`src/rtl/pipe_adder_pkg.sv`:
```
// ---------------------------------------------------------------------------
// pipe_adder_pkg
// Shared arithmetic helpers for the pipelined adder/subtractor.
// Revision: 1.0 - initial release
// ---------------------------------------------------------------------------
`default_nettype none

package pipe_adder_pkg;

  // One-bit full-add cell: returns {carry_out, sum}.
  function automatic logic [1:0] full_add(input logic x, input logic y, input logic c);
    return {(x & y) | (c & (x ^ y)), x ^ y ^ c};
  endfunction

endpackage

`default_nettype wire

```
`src/rtl/pipe_adder_stage.sv`:
```
// ---------------------------------------------------------------------------
// pipe_adder_stage
// One pipeline stage: CW-bit ripple chain over chunk K plus stage registers.
// Operands travel with the beat so later stages can consume their chunks;
// the partial sum accumulates finished chunks from the low end upward.
// Revision: 1.0 - initial release
// ---------------------------------------------------------------------------
`default_nettype none

module pipe_adder_stage
  import pipe_adder_pkg::*;
#(
  parameter int WIDTH = 16,
  parameter int CW    = 4,
  parameter int K     = 0
) (
  input  logic             clk,
  input  logic             rst_n,
  input  logic             adv_i,
  input  logic             vld_i,
  input  logic [WIDTH-1:0] a_i,
  input  logic [WIDTH-1:0] b_i,
  input  logic [WIDTH-1:0] s_i,
  input  logic             c_i,
  output logic             vld_o,
  output logic [WIDTH-1:0] a_o,
  output logic [WIDTH-1:0] b_o,
  output logic [WIDTH-1:0] s_o,
  output logic             c_o,
  output logic             cmsb_o
);

  logic [CW:0]      carry;
  logic [WIDTH-1:0] s_d;
  logic             vld_q;
  logic [WIDTH-1:0] a_q;
  logic [WIDTH-1:0] b_q;
  logic [WIDTH-1:0] s_q;
  logic             c_q;
  logic             cmsb_q;

  // Ripple chunk K through CW full-add cells and merge it into the partial sum.
  always_comb begin
    logic [1:0] fa;
    fa       = '0;
    carry    = '0;
    carry[0] = c_i;
    s_d      = s_i;
    for (int i = 0; i < CW; i++) begin
      fa           = full_add(a_i[K*CW+i], b_i[K*CW+i], carry[i]);
      s_d[K*CW+i]  = fa[0];
      carry[i+1]   = fa[1];
    end
  end

  // Stage occupancy follows the advance signal; a bubble simply moves in.
  always_ff @(posedge clk or negedge rst_n) begin
    if (!rst_n) begin
      vld_q <= 1'b0;
    end else if (adv_i) begin
      vld_q <= vld_i;
    end
  end

  // Data loads only with a real beat, so it holds steady while stalled.
  always_ff @(posedge clk or negedge rst_n) begin
    if (!rst_n) begin
      a_q    <= '0;
      b_q    <= '0;
      s_q    <= '0;
      c_q    <= 1'b0;
      cmsb_q <= 1'b0;
    end else if (adv_i && vld_i) begin
      a_q    <= a_i;
      b_q    <= b_i;
      s_q    <= s_d;
      c_q    <= carry[CW];
      cmsb_q <= carry[CW-1];
    end
  end

  assign vld_o  = vld_q;
  assign a_o    = a_q;
  assign b_o    = b_q;
  assign s_o    = s_q;
  assign c_o    = c_q;
  assign cmsb_o = cmsb_q;

endmodule

`default_nettype wire

```
`src/rtl/pipe_adder.sv`:
```
// ---------------------------------------------------------------------------
// pipe_adder
// Pipelined ripple-carry adder/subtractor with valid/ready on both sides.
// WIDTH bits are added CW = WIDTH/STAGES bits per clock; full throughput,
// bubble-collapsing backpressure, latency STAGES.
// Revision: 1.0 - initial release
// ---------------------------------------------------------------------------
`default_nettype none

module pipe_adder
  import pipe_adder_pkg::*;
#(
  parameter int WIDTH  = 16,
  parameter int STAGES = 4
) (
  input  logic             clk,
  input  logic             rst_n,
  input  logic             in_valid,
  output logic             in_ready,
  input  logic [WIDTH-1:0] a,
  input  logic [WIDTH-1:0] b,
  input  logic             cin,
  input  logic             sub,
  output logic             out_valid,
  input  logic             out_ready,
  output logic [WIDTH-1:0] sum,
  output logic             cout,
  output logic             ovf
);

  localparam int CW = WIDTH / STAGES;

  logic [WIDTH-1:0]  b_cond;
  logic              c0;
  logic [STAGES-1:0] adv;
  logic [STAGES-1:0] vld_w;
  logic [STAGES-1:0] c_w;
  logic [STAGES-1:0] cmsb_w;
  logic [WIDTH-1:0]  a_w [STAGES];
  logic [WIDTH-1:0]  b_w [STAGES];
  logic [WIDTH-1:0]  s_w [STAGES];
  logic              unused_ok;

  // Subtraction is A + ~B + 1; the caller's carry-in is ignored then.
  assign b_cond = sub ? ~b : b;
  assign c0     = sub | cin;

  // Advance chain from the output back to the input: a stage moves when it
  // is empty or the stage after it moves.
  always_comb begin
    logic go;
    go  = out_ready;
    adv = '0;
    for (int k = STAGES - 1; k >= 0; k--) begin
      go     = !vld_w[k] || go;
      adv[k] = go;
    end
  end

  assign in_ready = adv[0];

  for (genvar k = 0; k < STAGES; k++) begin : g_stage
    logic             vld_in;
    logic [WIDTH-1:0] a_in;
    logic [WIDTH-1:0] b_in;
    logic [WIDTH-1:0] s_in;
    logic             c_in;

    if (k == 0) begin : g_first
      assign vld_in = in_valid;
      assign a_in   = a;
      assign b_in   = b_cond;
      assign s_in   = '0;
      assign c_in   = c0;
    end else begin : g_next
      assign vld_in = vld_w[k-1];
      assign a_in   = a_w[k-1];
      assign b_in   = b_w[k-1];
      assign s_in   = s_w[k-1];
      assign c_in   = c_w[k-1];
    end

    pipe_adder_stage #(
      .WIDTH (WIDTH),
      .CW    (CW),
      .K     (k)
    ) u_stage (
      .clk    (clk),
      .rst_n  (rst_n),
      .adv_i  (adv[k]),
      .vld_i  (vld_in),
      .a_i    (a_in),
      .b_i    (b_in),
      .s_i    (s_in),
      .c_i    (c_in),
      .vld_o  (vld_w[k]),
      .a_o    (a_w[k]),
      .b_o    (b_w[k]),
      .s_o    (s_w[k]),
      .c_o    (c_w[k]),
      .cmsb_o (cmsb_w[k])
    );
  end

  assign out_valid = vld_w[STAGES-1];
  assign sum       = s_w[STAGES-1];
  assign cout      = c_w[STAGES-1];
  // Signed overflow: carry into the MSB disagrees with carry out of it.
  assign ovf       = cmsb_w[STAGES-1] ^ c_w[STAGES-1];

  // Fully consumed operands of the last stage and non-final MSB carries.
  assign unused_ok = ^{a_w[STAGES-1], b_w[STAGES-1], cmsb_w};

endmodule

`default_nettype wire

```
`config.mk`:
```
export PLATFORM = sky130hd
export DESIGN_NAME = pipe_adder
export DESIGN_NICKNAME = d
export VERILOG_FILES = /design/src/rtl/pipe_adder_pkg.sv /design/src/rtl/pipe_adder_stage.sv /design/src/rtl/pipe_adder.sv
export SDC_FILE = /design/constraint.sdc
export NUM_CORES = 1
export LEC_CHECK = 0
export ABC_CLOCK_PERIOD_IN_PS = 3400
export BUFFER_PORTS_ARGS = -buffer_cell sky130_fd_sc_hd__buf_2
export CORE_MARGIN = 1.5
export CORE_UTILIZATION = 50
export DETAILED_ROUTE_END_ITERATION = 10
export PLACE_DENSITY = 0.71
export REMOVE_ABC_BUFFERS = 1
export SLEW_MARGIN = 5
export SYNTH_ARGS = -nofsm -noshare
export SYNTH_HDL_FRONTEND = slang
export SYNTH_SLANG_ARGS = --single-unit
export TNS_END_PERCENT = 30
```
`constraint.sdc`:
```
create_clock -name clk -period 3.4 [get_ports clk]
set_input_delay 0.17 -clock clk [delete_from_list [all_inputs] [get_ports clk]]
set_output_delay 0.17 -clock clk [all_outputs]
set_load 0.05 [all_outputs]
```
# ---- Yosys cells after proc, flatten, opt, wreduce, memory -nomap -nowiden
# Index checks and enable logic that the tools add are counted.
dict set report word_totals {
  output_inout_bits 20
  inputBits 38
  regBits 145
  wordCells 115
}
dict set report op_classes {
  reduce_logical 12
  mux 1
  bitwise_logic 83
}
# operator n
set ops {}
lappend ops {{1-bit bitwise XOR} 33}
lappend ops {{1-bit bitwise AND} 32}
lappend ops {{1-bit OR} 17}
lappend ops {{16-bit 2-to-1 mux} 1}
lappend ops {{16-bit NOT} 1}
lappend ops {{1-bit logical AND} 4}
lappend ops {{1-bit logical NOT} 4}
lappend ops {{1-bit logical OR} 4}

# ---- Depth between registers and ports, before layout
dict set report depth {
  word_depth 11
  ltp_mapped 10
  depth_no_buf 9
}

# ---- Hierarchy
# Synthesis repeated with hierarchy kept, for this count alone.
dict set report hier_totals {
  hier_cells 518
  hier_area_um2 9023.7
}
# module n_inst cells_per_inst seq_area_each_um2 area_each_um2
set modules_own_cells {}
lappend modules_own_cells {pipe_adder_stage 4 123 1276.2 2202.1}
lappend modules_own_cells {pipe_adder 1 26 0.0 215.2}

# ---- Worst setup path before layout
# OpenSTA, ideal clock, no wires.
dict set report synth_path {
  path_kind {input-to-reg}
  start {in sub}
  end {reg g_stage[0].u_stage.s_q[3]}
  required_ns 3.275
  n_path_buf 2
  path_stages 10
  t_arrival_ns 2.506
  setup_slack_ns 0.768
  cell_sequence {buf_2 -> buf_2 -> xor2_1 -> fa_1 -> inv_1 -> fa_1 -> fa_1 -> inv_1 -> fa_1 -> mux2_4}
}
dict set report synth_between {
  elab_chain_cells 9
  word_cells_on_any_way 16
  cone_classes {mux: 1; bitwise: 15}
}
# item line
set synth_lines {}
lappend synth_lines {{start, declared} pipe_adder.sv:23} ;# input logic sub,
lappend synth_lines {{16-bit 2-to-1 mux} pipe_adder.sv:45} ;# assign b_cond = sub ? ~b : b;
lappend synth_lines {{1-bit bitwise XOR} pipe_adder_pkg.sv:12} ;# return {(x & y) | (c & (x ^ y)), x ^ y ^ c};
lappend synth_lines {{1-bit bitwise AND} pipe_adder_pkg.sv:12}
lappend synth_lines {{1-bit OR} pipe_adder_pkg.sv:12}
lappend synth_lines {{1-bit bitwise AND} pipe_adder_pkg.sv:12}
lappend synth_lines {{1-bit OR} pipe_adder_pkg.sv:12}
lappend synth_lines {{1-bit bitwise AND} pipe_adder_pkg.sv:12}
lappend synth_lines {{1-bit OR} pipe_adder_pkg.sv:12}
lappend synth_lines {{1-bit bitwise XOR *} pipe_adder_pkg.sv:12}
lappend synth_lines {{named net g_stage[0].u_stage.s_d[3]} pipe_adder_stage.sv:34} ;# logic [WIDTH-1:0] s_d;
lappend synth_lines {{end signal, assigned} pipe_adder_stage.sv:70} ;# s_q <= '0;
lappend synth_lines {{end signal, assigned} pipe_adder_stage.sv:76} ;# s_q <= s_d;
lappend synth_lines {{end, declared} pipe_adder_stage.sv:38} ;# logic [WIDTH-1:0] s_q;
# Mark *: on every way through the listed nets, which the timed path passes. The rest lies on a longest branch.
# A chain may end at the register's enable or synchronous reset.

# ---- Worst setup path after layout
dict set report layout_path {
  start {reg g_stage[2].u_stage.a_q[12]}
  end {reg g_stage[3].u_stage.s_q[15]}
}
dict set report layout_between {
  elab_chain_cells 8
  word_cells_on_any_way 9
  cone_classes {bitwise: 9}
}
# item line
set layout_lines {}
lappend layout_lines {{start, declared} pipe_adder_stage.sv:36} ;# logic [WIDTH-1:0] a_q;
lappend layout_lines {{start signal, assigned} pipe_adder_stage.sv:74} ;# a_q <= a_i;
lappend layout_lines {{1-bit bitwise XOR} pipe_adder_pkg.sv:12}
lappend layout_lines {{1-bit bitwise AND} pipe_adder_pkg.sv:12}
lappend layout_lines {{1-bit OR *} pipe_adder_pkg.sv:12}
lappend layout_lines {{1-bit bitwise AND *} pipe_adder_pkg.sv:12}
lappend layout_lines {{1-bit OR *} pipe_adder_pkg.sv:12}
lappend layout_lines {{1-bit bitwise AND *} pipe_adder_pkg.sv:12}
lappend layout_lines {{1-bit OR *} pipe_adder_pkg.sv:12}
lappend layout_lines {{named net g_stage[3].u_stage.carry[3]} pipe_adder_stage.sv:33} ;# logic [CW:0] carry;
lappend layout_lines {{1-bit bitwise XOR *} pipe_adder_pkg.sv:12}
lappend layout_lines {{named net g_stage[3].u_stage.s_d[15]} pipe_adder_stage.sv:34}
lappend layout_lines {{end signal, assigned} pipe_adder_stage.sv:70}
lappend layout_lines {{end signal, assigned} pipe_adder_stage.sv:76}
lappend layout_lines {{end, declared} pipe_adder_stage.sv:38}
# Marked as above.

==> out/results.tsv <==
stage	metric	value	unit
outcome	status	finished, final reports clean	
floorplan	die area	0.00906	mm2
layout	synth-to-layout area growth	14.4	%
placement	hpwl dp	4.48	mm
power_and_ir_drop	Clock power frac	20.0	%
layout	Layout Nets	399	
timing	period utilization	67.8	%
power_and_ir_drop	Seq pwr share	44.3	%
power_and_ir_drop	Net Switching	0.00145	W
route	Final ANT Viol Nets	0	
power_and_ir_drop	Pint	0.00259	W
power_and_ir_drop	Max IR drop VDD	0.000393	V
power_and_ir_drop	pwr dens	832	mW/mm2
clock_tree	Reg clk slew, reported paths	90	ps
logic_synthesis	Synth area leaders	dfrtp_1, mux2_2, fa_1	
critical_path	buffers plus inverters on the worst setup path	4	
global_routing	gr ovfl total	0	
timing	Final Slew Violations	0	
logic_synthesis	EDFF count, synth	0	
critical_path	kind of end point of the critical path	register	
clock_tree	clock root buffer	clkbuf_8	
logic_synthesis	Syn Inst Count	281	
route	vias after detailed routing	2210	
route	DR pass1 iterations	2	
layout	share of layout cells above drive strength 1	46.9	%
power_and_ir_drop	combinational share of power	35.7	%
global_routing	largest net degree at the start of global routing	42	
timing	min Tclk post-route	2310	ps
logic_synthesis	asr flop ratio synth	100	%
critical_path	kind of cell adding the most delay to the critical path	adder cells	
critical_path	Arrival @ worst endpoint	2550	ps
route	Max Used Layer	met4	
route	Vias/cell	4.86	
logic_synthesis	Mapped Avg Cell Area	15.1	um2
critical_path	CP max FO	2	
global_routing	initial antenna violation count	0	
logic_synthesis	synth warn	0	
timing	RSZ-0062 raised after global routing	no	
timing	final setup TNS	0	ps
route	wire length on met3	212	um
route	DRT iter0 DRCs	71	
route	wire per inst	14.5	um
critical_path	total stage count of the critical path	9	
critical_path	Critical Path RT	3640	ps
critical_path	Crit Path Class	register to register	
global_routing	number of global-route vias before repair	2331	
logic_synthesis	share of the synthesized area in the top cell type	57.1	%
job	MaxCap Viol Count	0	
layout	final core utilization	59.2	%
clock_tree	H-tree Lvls	3	
route	met2 wire length	3.21	mm
route	Metal-1 WL	3.08	mm
route	drt total wl	6.60	mm
floorplan	Starting Density	51.7	%
logic_synthesis	cell taking the most area after synthesis	dfrtp_1	
critical_path	R2R cell count	9	
logic_synthesis	most frequent cell after synthesis	dfrtp_1	
worst_hold_path	HP Class	input pin to register	
floorplan	Horiz. Die Dim	95.2	um
logic_synthesis	count of cell types in the netlist	20	
critical_path	R2R Path End	g_stage[3].u_stage.s_o[15]	
timing	actual slew at the worst max-slew pin	1080	ps
critical_path	worst setup path endpoint	g_stage[3].u_stage.s_o[15]	
clock_tree	CTS sink cnt	97	
clock_tree	clock tree buffer depth	2	
global_routing	total track usage	16.8	%
timing	endpoints failing setup	0	
logic_synthesis	most instantiated cells after synthesis	dfrtp_1, mux2_2, inv_1	
global_routing	first-pass GRT wire length	11.2	mm
critical_path	reg2reg setup slack	1090	ps
timing	Worst Skew	7.53	ps
logic_synthesis	Top FF cell, synth	dfrtp_1	
power_and_ir_drop	leakage power	2.31	nW
timing	Final Hold Vio Count	0	
floorplan	Die Ht	95.2	um
critical_path	startpoint types	register	
timing	Worst slew margin	28.0	%
route	# DRC	0	
layout	ANT cells	0	
logic_synthesis	post-synth design cell area	0.00425	mm2
logic_synthesis	register bit total from synthesis	97	
clock_tree	post-CTS setup buffers	0	
logic_synthesis	post-synthesis sequential area ratio	57.1	%
critical_path	crit-path cells	inv_1 -> fa_1 -> inv_1 -> fa_1 -> inv_1 -> fa_1 -> inv_1 -> fa_1 -> mux2_2	
critical_path	crit path from	g_stage[2].u_stage.a_o[12]	
critical_path	Crit Reg-Reg Startpoint	g_stage[2].u_stage.a_o[12]	
placement	gpl congestion	0.689	
critical_path	Critical Path Max Stage Delay	410	ps
critical_path	Crit-path slowest cell	fa_1	
floorplan	# IOs	58	
clock_tree	clk_lat worst skew	350	ps
placement	DP Cell Count	438	
clock_tree	TritonCTS buffer count	9	
placement	PortBufs	57	
floorplan	Rows	33	
layout	Final Non-Filler Cells	455	
power_and_ir_drop	switch share	36.0	%
floorplan	core area	0.00822	mm2
timing	max frequency	0.434	GHz
clock_tree	CTS tree	done	
-- metal layers --
layer	global-route usage [%]	vias to the layer above
met2	26.8	39
met3	2.63	9
met1	23.0	1114
met5	0	-
li1	-	1048
met4	6.72	0
-- placed cells by master (no fill, tap or decap), types with 2 or more instances in the layout --
cell / count
dfrtp_1: 97
or2_2: 2
xnor2_1: 4
xor2_1: 13
fa_1: 16
nand2_1: 2
buf_2: 56
nand2_2: 2
clkbuf_8: 9
nand2b_1: 4
inv_1: 34
mux2i_1: 12
buf_4: 6
mux2_2: 75
clkinvlp_4: 2
clkinv_2: 2
mux2_4: 6
bufinv_16: 2
-- sequential cells by signal, summed over array words and instances, names as in the netlist --
signal                  cells
g_stage.u_stage.s_o        40
g_stage.u_stage.a_o        24
g_stage.u_stage.b_o        24
g_stage.u_stage.c_o         4
g_stage.u_stage.vld_o       4
g_stage.u_stage.cmsb_o      1
-- power by group through the flow --
stage                     sequential [W]  clock (W)  combinational (W)
after detailed placement         0.00182          0            0.00147
final                            0.00179   0.000809            0.00144
after global routing             0.00185   0.000878            0.00158
after CTS                        0.00180   0.000828            0.00147
after floorplan                  0.00214          0           0.000753
after global placement           0.00180          0            0.00141
-- kinds of logic after synthesis --
kind of cell | synth area share, %
flops | 57.1
mux | 24.8
buf+inv | 4.92
xor+xnor | 3.50
fa+ha+maj | 7.54
simple gates | 1.91
compound gates | 0.206
-- how the worst min path moves through the flow --
stage	start	end	slack, ps	depth (start not counted)
6_report	a[10]	g_stage[0].u_stage.a_o[10]	40	2
5_1_grt	a[13]	g_stage[0].u_stage.a_o[13]	20	2
4_1_cts	a[8]	g_stage[0].u_stage.a_o[8]	30	2
3_5_place_dp	rst_n	g_stage[0].u_stage.a_o[4]	180	1
3_3_place_gp	rst_n	g_stage[0].u_stage.a_o[4]	170	1
2_1_floorplan	rst_n	g_stage[0].u_stage.a_o[10]	-130	0
-- per-stage QoR --
stage | cell area (um2) | worst slack [ps] | hold WS, ps | power [W]
2_1_floorplan | 4170 | 1020 | -126 | 0.00289
3_3_place_gp | 4630 | 1070 | 171 | 0.00322
3_5_place_dp | 4630 | 990 | 175 | 0.00329
4_1_cts | 4860 | 1080 | 27.5 | 0.00410
5_1_grt | 4860 | 956 | 24.1 | 0.00431
6_report | 4860 | 1090 | 41.3 | 0.00404
-- layout make-up --
| cell class | count | area [um2] |
|---|---|---|
| multi-input cells | 140 | 1620 |
| repair buffers | 63 | 335 |
| inverters | 34 | 128 |
| fillers | 661 | 3360 |
| well taps | 105 | 131 |
| clock inverters | 7 | 93.8 |
| flip-flops and latches | 97 | 2430 |
| clock buffers | 9 | 124 |
-- repair_timing --
item	in CTS	in global routing
hold endpoints to repair	39	0
hold buffers	1	0
gates resized for setup	0	0
setup endpoints to repair	0	0
Note: power is estimated with default switching activity, not from simulation.
